==> src/rtl/instr_pkg.sv <==
// ---------------------------------------------------------------------------
// instr_pkg
//
// Shared definitions for the MIPS instruction packer:
//   - fmt_e    : instruction format selector (R / I / J / reserved)
//   - state_e  : packer session state (IDLE / LOAD / DONE)
//   - field width constants for the MIPS encoding
//   - NOP_WORD : word emitted for the reserved format
//   - field_is_bad() : classifies tuples that must not reach IM when
//                      field checking is compiled in
// ---------------------------------------------------------------------------
package instr_pkg;

    localparam int OP_W    = 6;
    localparam int REG_W   = 5;
    localparam int SHAMT_W = 5;
    localparam int FUNCT_W = 6;
    localparam int IMM16_W = 16;
    localparam int IMM26_W = 26;

    localparam logic [31:0] NOP_WORD = 32'h0000_0000;

    typedef enum logic [1:0] {
        FMT_R   = 2'd0,
        FMT_I   = 2'd1,
        FMT_J   = 2'd2,
        FMT_RSV = 2'd3
    } fmt_e;

    typedef enum logic [1:0] {
        IDLE = 2'd0,
        LOAD = 2'd1,
        DONE = 2'd2
    } state_e;

    // A genuine R-type always carries opcode 0 (SPECIAL); anything else
    // tagged as R, or a tuple in the reserved format, is malformed.
    function automatic logic field_is_bad(input logic [1:0] fmt,
                                          input logic [OP_W-1:0] op);
        logic bad;
        bad = 1'b0;
        if (fmt_e'(fmt) == FMT_RSV)
            bad = 1'b1;
        else if ((fmt_e'(fmt) == FMT_R) && (op != '0))
            bad = 1'b1;
        return bad;
    endfunction

endpackage

==> src/rtl/instr_pack_comb.sv <==
// ---------------------------------------------------------------------------
// instr_pack_comb
//
// Purely combinational fields-to-word packer; the exact inverse of the
// instruction field splitter, so the pair can be used for round-trip checks.
//
// Ports:
//   fmt    in  2   format (0=R, 1=I, 2=J, 3=reserved -> NOP)
//   op     in  6   opcode
//   rs     in  5   rs register field
//   rt     in  5   rt register field
//   rd     in  5   rd register field (R only)
//   shamt  in  5   shift amount (R only)
//   funct  in  6   function code (R only)
//   imm16  in  16  immediate (I only)
//   imm26  in  26  jump target (J only)
//   word   out 32  packed instruction word
// ---------------------------------------------------------------------------
module instr_pack_comb
    import instr_pkg::*;
(
    input  logic [1:0]         fmt,
    input  logic [OP_W-1:0]    op,
    input  logic [REG_W-1:0]   rs,
    input  logic [REG_W-1:0]   rt,
    input  logic [REG_W-1:0]   rd,
    input  logic [SHAMT_W-1:0] shamt,
    input  logic [FUNCT_W-1:0] funct,
    input  logic [IMM16_W-1:0] imm16,
    input  logic [IMM26_W-1:0] imm26,
    output logic [31:0]        word
);

    // Field placement follows the standard MIPS32 layouts; the reserved
    // format collapses to a NOP so a stray tuple can never become a live
    // instruction in memory.
    always_comb begin
        word = NOP_WORD;
        case (fmt_e'(fmt))
            FMT_R:   word = {op, rs, rt, rd, shamt, funct};
            FMT_I:   word = {op, rs, rt, imm16};
            FMT_J:   word = {op, imm26};
            default: word = NOP_WORD;
        endcase
    end

endmodule

==> src/rtl/instr_packer.sv <==
// ---------------------------------------------------------------------------
// instr_packer
//
// Accepts decoded MIPS field tuples over a valid/ready handshake, packs each
// into a 32-bit instruction word and writes the words sequentially into the
// instruction-memory load port, starting at a programmable byte base.
// Used by the bench / boot loader to preload programs for P4/P5 CPU runs.
//
// Parameters:
//   DEPTH      maximum words per load session (power of two)
//   BASE_ADDR  default base byte address (start_base_sel = 0)
//
// Ports:
//   clk             in   rising-edge clock
//   reset_n         in   asynchronous active-low reset
//   start           in   one-cycle pulse, begins a session (IDLE only)
//   start_base_sel  in   0: BASE_ADDR, 1: start_base (sampled with start)
//   start_base      in   alternate base, bits [1:0] forced to 0
//   in_valid/in_ready/in_last   tuple handshake and end-of-session marker
//   in_fmt, in_op, in_rs, in_rt, in_rd, in_shamt, in_funct,
//   in_imm16, in_imm26          decoded instruction fields
//   im_we, im_addr, im_wdata    IM write port (one cycle after handshake)
//   word_count      words written in this session
//   busy            session active
//   done            one-cycle pulse with the final write
//   overflow        sticky: session ended at DEPTH without in_last
//   bad_field       (only with INSTR_PACKER_FIELD_CHECK_EN) sticky: a
//                   malformed tuple was dropped this session
//
// Build option:
//   INSTR_PACKER_FIELD_CHECK_EN  drop R tuples with op!=0 and reserved-format
//                                tuples instead of writing them.
// ---------------------------------------------------------------------------
module instr_packer
    import instr_pkg::*;
#(
    parameter int unsigned DEPTH     = 1024,
    parameter logic [31:0] BASE_ADDR = 32'h0000_3000
) (
    input  logic                     clk,
    input  logic                     reset_n,
    input  logic                     start,
    input  logic                     start_base_sel,
    input  logic [31:0]              start_base,
    input  logic                     in_valid,
    output logic                     in_ready,
    input  logic                     in_last,
    input  logic [1:0]               in_fmt,
    input  logic [OP_W-1:0]          in_op,
    input  logic [REG_W-1:0]         in_rs,
    input  logic [REG_W-1:0]         in_rt,
    input  logic [REG_W-1:0]         in_rd,
    input  logic [SHAMT_W-1:0]       in_shamt,
    input  logic [FUNCT_W-1:0]       in_funct,
    input  logic [IMM16_W-1:0]       in_imm16,
    input  logic [IMM26_W-1:0]       in_imm26,
    output logic                     im_we,
    output logic [31:0]              im_addr,
    output logic [31:0]              im_wdata,
    output logic [$clog2(DEPTH):0]   word_count,
    output logic                     busy,
    output logic                     done,
    output logic                     overflow
`ifdef INSTR_PACKER_FIELD_CHECK_EN
   ,output logic                     bad_field
`endif
);

    localparam int CNT_W = $clog2(DEPTH) + 1;
    localparam logic [CNT_W-1:0] DEPTH_CNT = CNT_W'(DEPTH);

    state_e state;
    state_e next_state;

    logic [31:0]      addr_ptr;
    logic [31:0]      packed_word;
    logic [CNT_W-1:0] next_count;
    logic             accept;
    logic             write_ok;
    logic             hit_depth;
    logic             finish;

    instr_pack_comb u_pack (
        .fmt   (in_fmt),
        .op    (in_op),
        .rs    (in_rs),
        .rt    (in_rt),
        .rd    (in_rd),
        .shamt (in_shamt),
        .funct (in_funct),
        .imm16 (in_imm16),
        .imm26 (in_imm26),
        .word  (packed_word)
    );

    assign accept     = in_valid & in_ready;
    assign next_count = word_count + CNT_W'(1);

`ifdef INSTR_PACKER_FIELD_CHECK_EN
    assign write_ok = ~field_is_bad(in_fmt, in_op);
`else
    assign write_ok = 1'b1;
`endif

    // Only a tuple that is actually written can fill the session, so a
    // dropped tuple never trips the DEPTH limit.
    assign hit_depth = write_ok & (next_count == DEPTH_CNT);
    assign finish    = in_last | hit_depth;

    // State register.
    always_ff @(posedge clk or negedge reset_n) begin
        if (!reset_n)
            state <= IDLE;
        else
            state <= next_state;
    end

    // Next-state logic; in_ready is purely a function of the state so the
    // upstream side sees a stable ready for the whole LOAD phase.
    always_comb begin
        next_state = state;
        in_ready   = 1'b0;
        case (state)
            IDLE: begin
                if (start)
                    next_state = LOAD;
            end
            LOAD: begin
                in_ready = 1'b1;
                if (accept && finish)
                    next_state = DONE;
            end
            DONE: begin
                next_state = IDLE;
            end
            default: begin
                next_state = IDLE;
            end
        endcase
    end

    // Session datapath: address pointer, registered IM write port, counters
    // and status flags. im_we and done are single-cycle pulses, so they
    // default low every cycle and are only raised by a handshake.
    always_ff @(posedge clk or negedge reset_n) begin
        if (!reset_n) begin
            addr_ptr   <= '0;
            im_we      <= 1'b0;
            im_addr    <= '0;
            im_wdata   <= '0;
            word_count <= '0;
            busy       <= 1'b0;
            done       <= 1'b0;
            overflow   <= 1'b0;
`ifdef INSTR_PACKER_FIELD_CHECK_EN
            bad_field  <= 1'b0;
`endif
        end else begin
            im_we <= 1'b0;
            done  <= 1'b0;
            case (state)
                IDLE: begin
                    if (start) begin
                        addr_ptr   <= start_base_sel ? (start_base & 32'hFFFF_FFFC)
                                                     : BASE_ADDR;
                        word_count <= '0;
                        overflow   <= 1'b0;
                        busy       <= 1'b1;
`ifdef INSTR_PACKER_FIELD_CHECK_EN
                        bad_field  <= 1'b0;
`endif
                    end
                end
                LOAD: begin
                    if (accept) begin
                        if (write_ok) begin
                            im_we      <= 1'b1;
                            im_addr    <= addr_ptr;
                            im_wdata   <= packed_word;
                            addr_ptr   <= addr_ptr + 32'd4;
                            word_count <= next_count;
                        end
`ifdef INSTR_PACKER_FIELD_CHECK_EN
                        else begin
                            bad_field <= 1'b1;
                        end
`endif
                        if (finish)
                            done <= 1'b1;
                        // A last tuple that also fills the session is a
                        // clean finish, not an overflow.
                        if (hit_depth && !in_last)
                            overflow <= 1'b1;
                    end
                end
                DONE: begin
                    busy <= 1'b0;
                end
                default: begin
                    busy <= 1'b0;
                end
            endcase
        end
    end

endmodule

==> config.mk <==
export PLATFORM = sky130hd
export DESIGN_NAME = instr_packer
export DESIGN_NICKNAME = d
export VERILOG_FILES = /design/src/rtl/instr_pkg.sv /design/src/rtl/instr_pack_comb.sv /design/src/rtl/instr_packer.sv
export SDC_FILE = /design/constraint.sdc
export NUM_CORES = 1
export LEC_CHECK = 0
export BUFFER_PORTS_ARGS = -buffer_cell sky130_fd_sc_hd__buf_2
export CAP_MARGIN = 20
export CORE_MARGIN = 2
export CORE_UTILIZATION = 46
export CTS_CLUSTER_DIAMETER = 50
export DETAILED_ROUTE_END_ITERATION = 8
export HOLD_SLACK_MARGIN = 0.03
export MAX_ROUTING_LAYER = met4
export PLACE_DENSITY = 0.77
export SLEW_MARGIN = 20
export SYNTH_ARGS = -nofsm -noshare
export SYNTH_HDL_FRONTEND = slang
export SYNTH_SLANG_ARGS = --single-unit
==> constraint.sdc <==
create_clock -name clk -period 1.9 [get_ports clk]
set_clock_uncertainty 0.1 [all_clocks]
set_input_delay 0.19 -clock clk [delete_from_list [all_inputs] [get_ports clk]]
set_output_delay 0.19 -clock clk [all_outputs]
set_load 0.03 [all_outputs]
# Yosys cells after proc, flatten, opt, wreduce, memory -nomap -nowiden
# Index checks and enable logic that the tools add are counted.
# word_totals
out_inout_bits	80
inputBits	114
reg_bits	113
# classes
muxes	23
n_reduce_logical	11
eq_ne	8
n_addsub	2
bitwise_logic	3
# op_table
cell	count
32-bit two-way mux	3
32-bit case mux with 3 select lines	1
32-bit case mux with 2 select lines	1
32-bit by 3-bit adder with 32-bit output, second input constant	1
11-bit two-way mux	2
11-bit case mux with 2 select lines	1
11-bit by 1-bit adder with 11-bit output, second input constant	1
11-bit == test, second input constant	1
1-bit two-way mux	10
2-bit != test, second input constant	4
2-bit AND reduction	3
2-bit by 1-bit == test with 1-bit output, second input constant	2
2-bit logical NOT	2
2-bit two-way mux	2
1-bit case mux with 2 select lines	2
2-bit case mux with 2 select lines	1
4-bit AND reduction	1
3-bit AND reduction	1
2-bit == test, second input constant	1
1-bit logical AND	2
2-bit nonzero test	1
1-bit bitwise AND	1
1-bit logical NOT	1
1-bit inverter	1
1-bit bitwise OR	1

# Logic depth before layout (Yosys ltp)
# logic_depth
ltp_word	6
ltp_mapped	8

# Modules after synthesis
# Synthesis repeated with hierarchy kept, for this count alone.
# hier_totals
cells_unflattened	676
hier_area_um2	5705.5
# by_module_without_submodules
module	seq_area_each_um2	area_per_inst_um2	n_inst	cells_each
instr_packer	2727.6	5182.5	1	617
instr_pack_comb	0.0	523.0	1	59

# Least setup slack after synthesis
# OpenSTA, ideal clock, no wires.
# synth_path
path_kind	register to register
from	register word_count[5]
to	register state[0]
slack_ns	-0.193
stages_incl_launch_ff	7
synth_period_minus_slack_ns	2.093
arrival_ns	1.873
path_cell_list	dfrtp_1 -> buf_2 -> or4_1 -> nor4_1 -> a21oi_1 -> o21bai_4 -> a31o_1
# synth_via
elab_chain_len	6
# synth_rtl
item	line	text
start: declaration	instr_packer.sv:60	output logic [$clog2(DEPTH):0] word_count,
start signal: assignment	instr_packer.sv:181	word_count <= next_count;
11-bit by 1-bit adder with 11-bit output	instr_packer.sv:97	assign next_count = word_count + CNT_W'(1);
11-bit == test	instr_packer.sv:107	assign hit_depth = write_ok & (next_count == DEPTH_CNT);
1-bit bitwise OR	instr_packer.sv:108	assign finish = in_last | hit_depth;
1-bit logical AND	instr_packer.sv:130	if (accept && finish)
2-bit != test (no source line)	n/a	
2-bit AND reduction (no source line)	n/a	
end signal: assignment	instr_packer.sv:115	state <= next_state;
end: declaration	instr_packer.sv:72	state_e state;
# No other way between the ends.
# A chain may end at the register's enable or synchronous reset.

# Worst setup path in the final report
# layout_path
from	register addr_ptr[3]
to	register addr_ptr[20]
# layout_via
elab_chain_len	3
# layout_rtl
item	line	text
start: declaration	instr_packer.sv:75	logic [31:0] addr_ptr;
start signal: assignment	instr_packer.sv:164	addr_ptr <= start_base_sel ? (start_base & 32'hFFFF_FFFC)
start signal: assignment	instr_packer.sv:180	addr_ptr <= addr_ptr + 32'd4;
32-bit by 3-bit adder with 32-bit output	instr_packer.sv:180	
32-bit two-way mux	instr_packer.sv:175	if (accept) begin
32-bit case mux with 2 select lines	instr_packer.sv:161	case (state)
# No other way between the ends. The select of a mux whose other input is x is not followed.

==> out/metrics.yaml <==
timing:
  fmax_mhz: 546
  finalCritPeriodShare: 0.965
  rsz0062_at_grt: "true"
  setup_viol: 0
  relSlewSlack: 0.545
  period_needed_ns: 1.83
  hold_viol: 0
  slew_viol_final: 0
  worstMarginPinSlew_ns: 0.679
setup_path:
  endpoint_kind: "flop"
  critical_path_arrival_ns: 1.96
  cp_data_required_time_ns: 2.03
  worst-setup-path-type: "flop to flop"
  cp_max_fo: 6
  cp-start-kind: "flop"
global_routing:
  grt_pass1_wl_um: 26300
  grt_max_degree: 110
  track_usage: 0.264
  grt.overflow.total: 0
  first_global_vias: 5324
  antenna_found_initial: 0
finish:
  drive_gt1_frac: 0.313
  fill_cells: 1040
  final_nets: 1007
  fin_cells: 1043
  multi_input_area_um2: 2690
  syn_to_final_growth_pct: 36.8
  antennaDiodeCount: 0
  regArea_um2: 2730
logic_synthesis:
  synth_top_area_frac: 0.487
  synth_cells: 660
  ys_types: 57
  synthTopCellsByArea: "dfrtp_1, nand2_1, o21ai_0"
  ys_ff_latch: 109
  avgSynthCellArea_um2: 8.49
  synth_flop_cell: "dfrtp_1"
  seq_area_frac_synth: 0.487
  synth_area_um2: 5600
  ys_warn_count: 0
  synth.largest_area_cell: "dfrtp_1"
  synth_edf_count: 0
  ys_top_cells_by_count: "nand2_1, dfrtp_1, o21ai_0, a21oi_1, nor2_1"
  synth.most_common_cell: "nand2_1"
  async_flop_share: 1.00
cts:
  clkTransAtPathRegs_ns: 0.07
  h-tree-depth: 3
  cts_inserted_buffers: 9
  cts-root-buf: "clkbuf_16"
  ctsLongestPathBuffers: 2
  cts_sinks: 109
  clk_latency_ns: 0.36
  cts_tree: "done"
die:
  rows: 40
  die_area_um2: 13100
  die_y_um: 114
  io_pins: 194
  start_util: 0.468
  core-area_um2: 12000
  die_w_um: 114
detailed_routing:
  wl_met3_um: 1050
  drt_pass1_iterations: 5
  drc: 0
  vias_per_cell: 5.47
  wl_per_cell_um: 16.0
  highest_layer: "met4"
  vias: 5700
  drtAntennaViolNets: 0
  wl_met1_um: 7070
  drtIter0Drc: 398
  wl_met2_um: 8100
  routed_wl_um: 16600
power:
  power_density_nw_per_um2: 1490
  power_w: 0.0114
  p_int_w: 0.00627
  power.share.clock: 0.168
  netSwitchingFraction: 0.452
  ir_drop_uv: 948
  switchingPower_w: 0.00516
  p_leak_nw: 3.83
  pwr-share-comb: 0.483
  pwr-share-seq: 0.349
place:
  place.port_buffers: 189
  dp_hpwl_um: 11300
  gp_congestion: 0.898
  placed_cells: 991
flow_run:
  max-cap-violations: 0
hold_path:
  hp-class: "primary input to flop"
outcome:
  status: "finished clean"
## final timing paths
kind,startpoint,end,slack (ns),cells after the start
setup reg to reg,addr_ptr[3]$_DFFE_PN0P_,addr_ptr[20]$_DFFE_PN0P_,0.07,6
setup / recovery,addr_ptr[3]$_DFFE_PN0P_,addr_ptr[20]$_DFFE_PN0P_,0.07,6
hold reg to reg,im_addr[11]$_DFFE_PN0P_,im_addr[11]$_DFFE_PN0P_,0.37,2
min in group asynchronous,reset_n,im_addr[12]$_DFFE_PN0P_,0.32,3
max in group asynchronous,reset_n,word_count[0]$_DFFE_PN0P_,0.88,3
hold / removal,in_imm26[4],im_wdata[4]$_DFFE_PN0P_,0.04,3
## state kept, by name, indices dropped and copies added, names as in the netlist
name,count
busy,1
state,2
done,1
overflow,1
word_count,11
im_we,1
im_wdata,32
im_addr,30
addr_ptr,30
## per-stage QoR
step | setup WS, ns | cell area, um2 | util | TNS, ns | hold slack, ns
after global routing | -0.0117 | 7660 | 0.641 | -0.0189 | 0.0355
after detailed placement | -0.0110 | 6920 | 0.579 | -0.0110 | 0.219
after floorplan | 0.00261 | 5620 | - | 0 | -0.206
after global placement | 0.0714 | 6920 | 0.579 | 0 | 0.216
after CTS | 0.00111 | 7570 | 0.633 | 0 | 0.0303
final | 0.0672 | 7660 | 0.641 | 0 | 0.0385
## power groups by stage
| stage | clock network [W] | logic (W) | registers (W) |
|---|---|---|---|
| detailed placement | 0 | 0.00534 | 0.00401 |
| global placement | 0 | 0.00524 | 0.00397 |
| finish | 0.00192 | 0.00552 | 0.00399 |
| global route | 0.00206 | 0.00600 | 0.00410 |
| floorplan | 0 | 0.00217 | 0.00524 |
| CTS | 0.00197 | 0.00545 | 0.00396 |
## worst max-delay path, stage by stage, from the launching register on
cell and delay (ns):
dfrtp_1 0.38, ha_2 0.23, nand3_4 0.11, or2_4 0.30, o31a_2 0.35, o21ai_1 0.12, o311ai_1 0.12
## layout make-up
type,count,share of cell area
clock inverter,5,0.00751
timing repair buffer,268,0.221
tap,147,0.0240
inverter,16,0.00784
sequential,109,0.357
multi-input combinational,487,0.351
clock buffer,11,0.0317
## cell families after synthesis
kind of cell | count (synthesis) | synth area share
flops | 109 | 0.487
fa+ha+maj | 2 | 0.00447
buf+inv | 65 | 0.0476
xor+xnor | 2 | 0.00313
simple gates | 275 | 0.220
compound gates | 188 | 0.205
mux | 18 | 0.0322
other cells | 1 | 0.000670
## routing by layer
| metal | vias to the layer above | track usage |
|---|---|---|
| met5 | - | - |
| met4 | 0 | 0.0967 |
| met3 | 34 | 0.0598 |
| met2 | 223 | 0.410 |
| met1 | 2677 | 0.342 |
| li1 | 2766 | - |
## what timing repair did
item / CTS / global route
pin swaps: 0 / 4
cloned: 0 / 1
gates resized for setup: 3 / 18
setup endpoints to repair: 3 / 13
hold endpoints to repair: 142 / 0
hold buffers: 33 / 0
buffers inserted: 1 / 1
## cells in the final DEF, fill, tap and decap left out, drive strengths merged, types with 5 or more instances in the layout
cell / n
o21ai: 73
nand3: 21
nand4: 11
nand2: 160
dfrtp: 109
inv: 16
buf: 234
nor4: 5
o221ai: 8
nor3: 6
nor2: 44
o21a: 8
mux2i: 18
a31oi: 9
and3: 6
dlygate4sd3: 33
clkbuf: 12
a21oi: 50
nor2b: 5
Note: power is estimated with default switching activity, not from simulation.
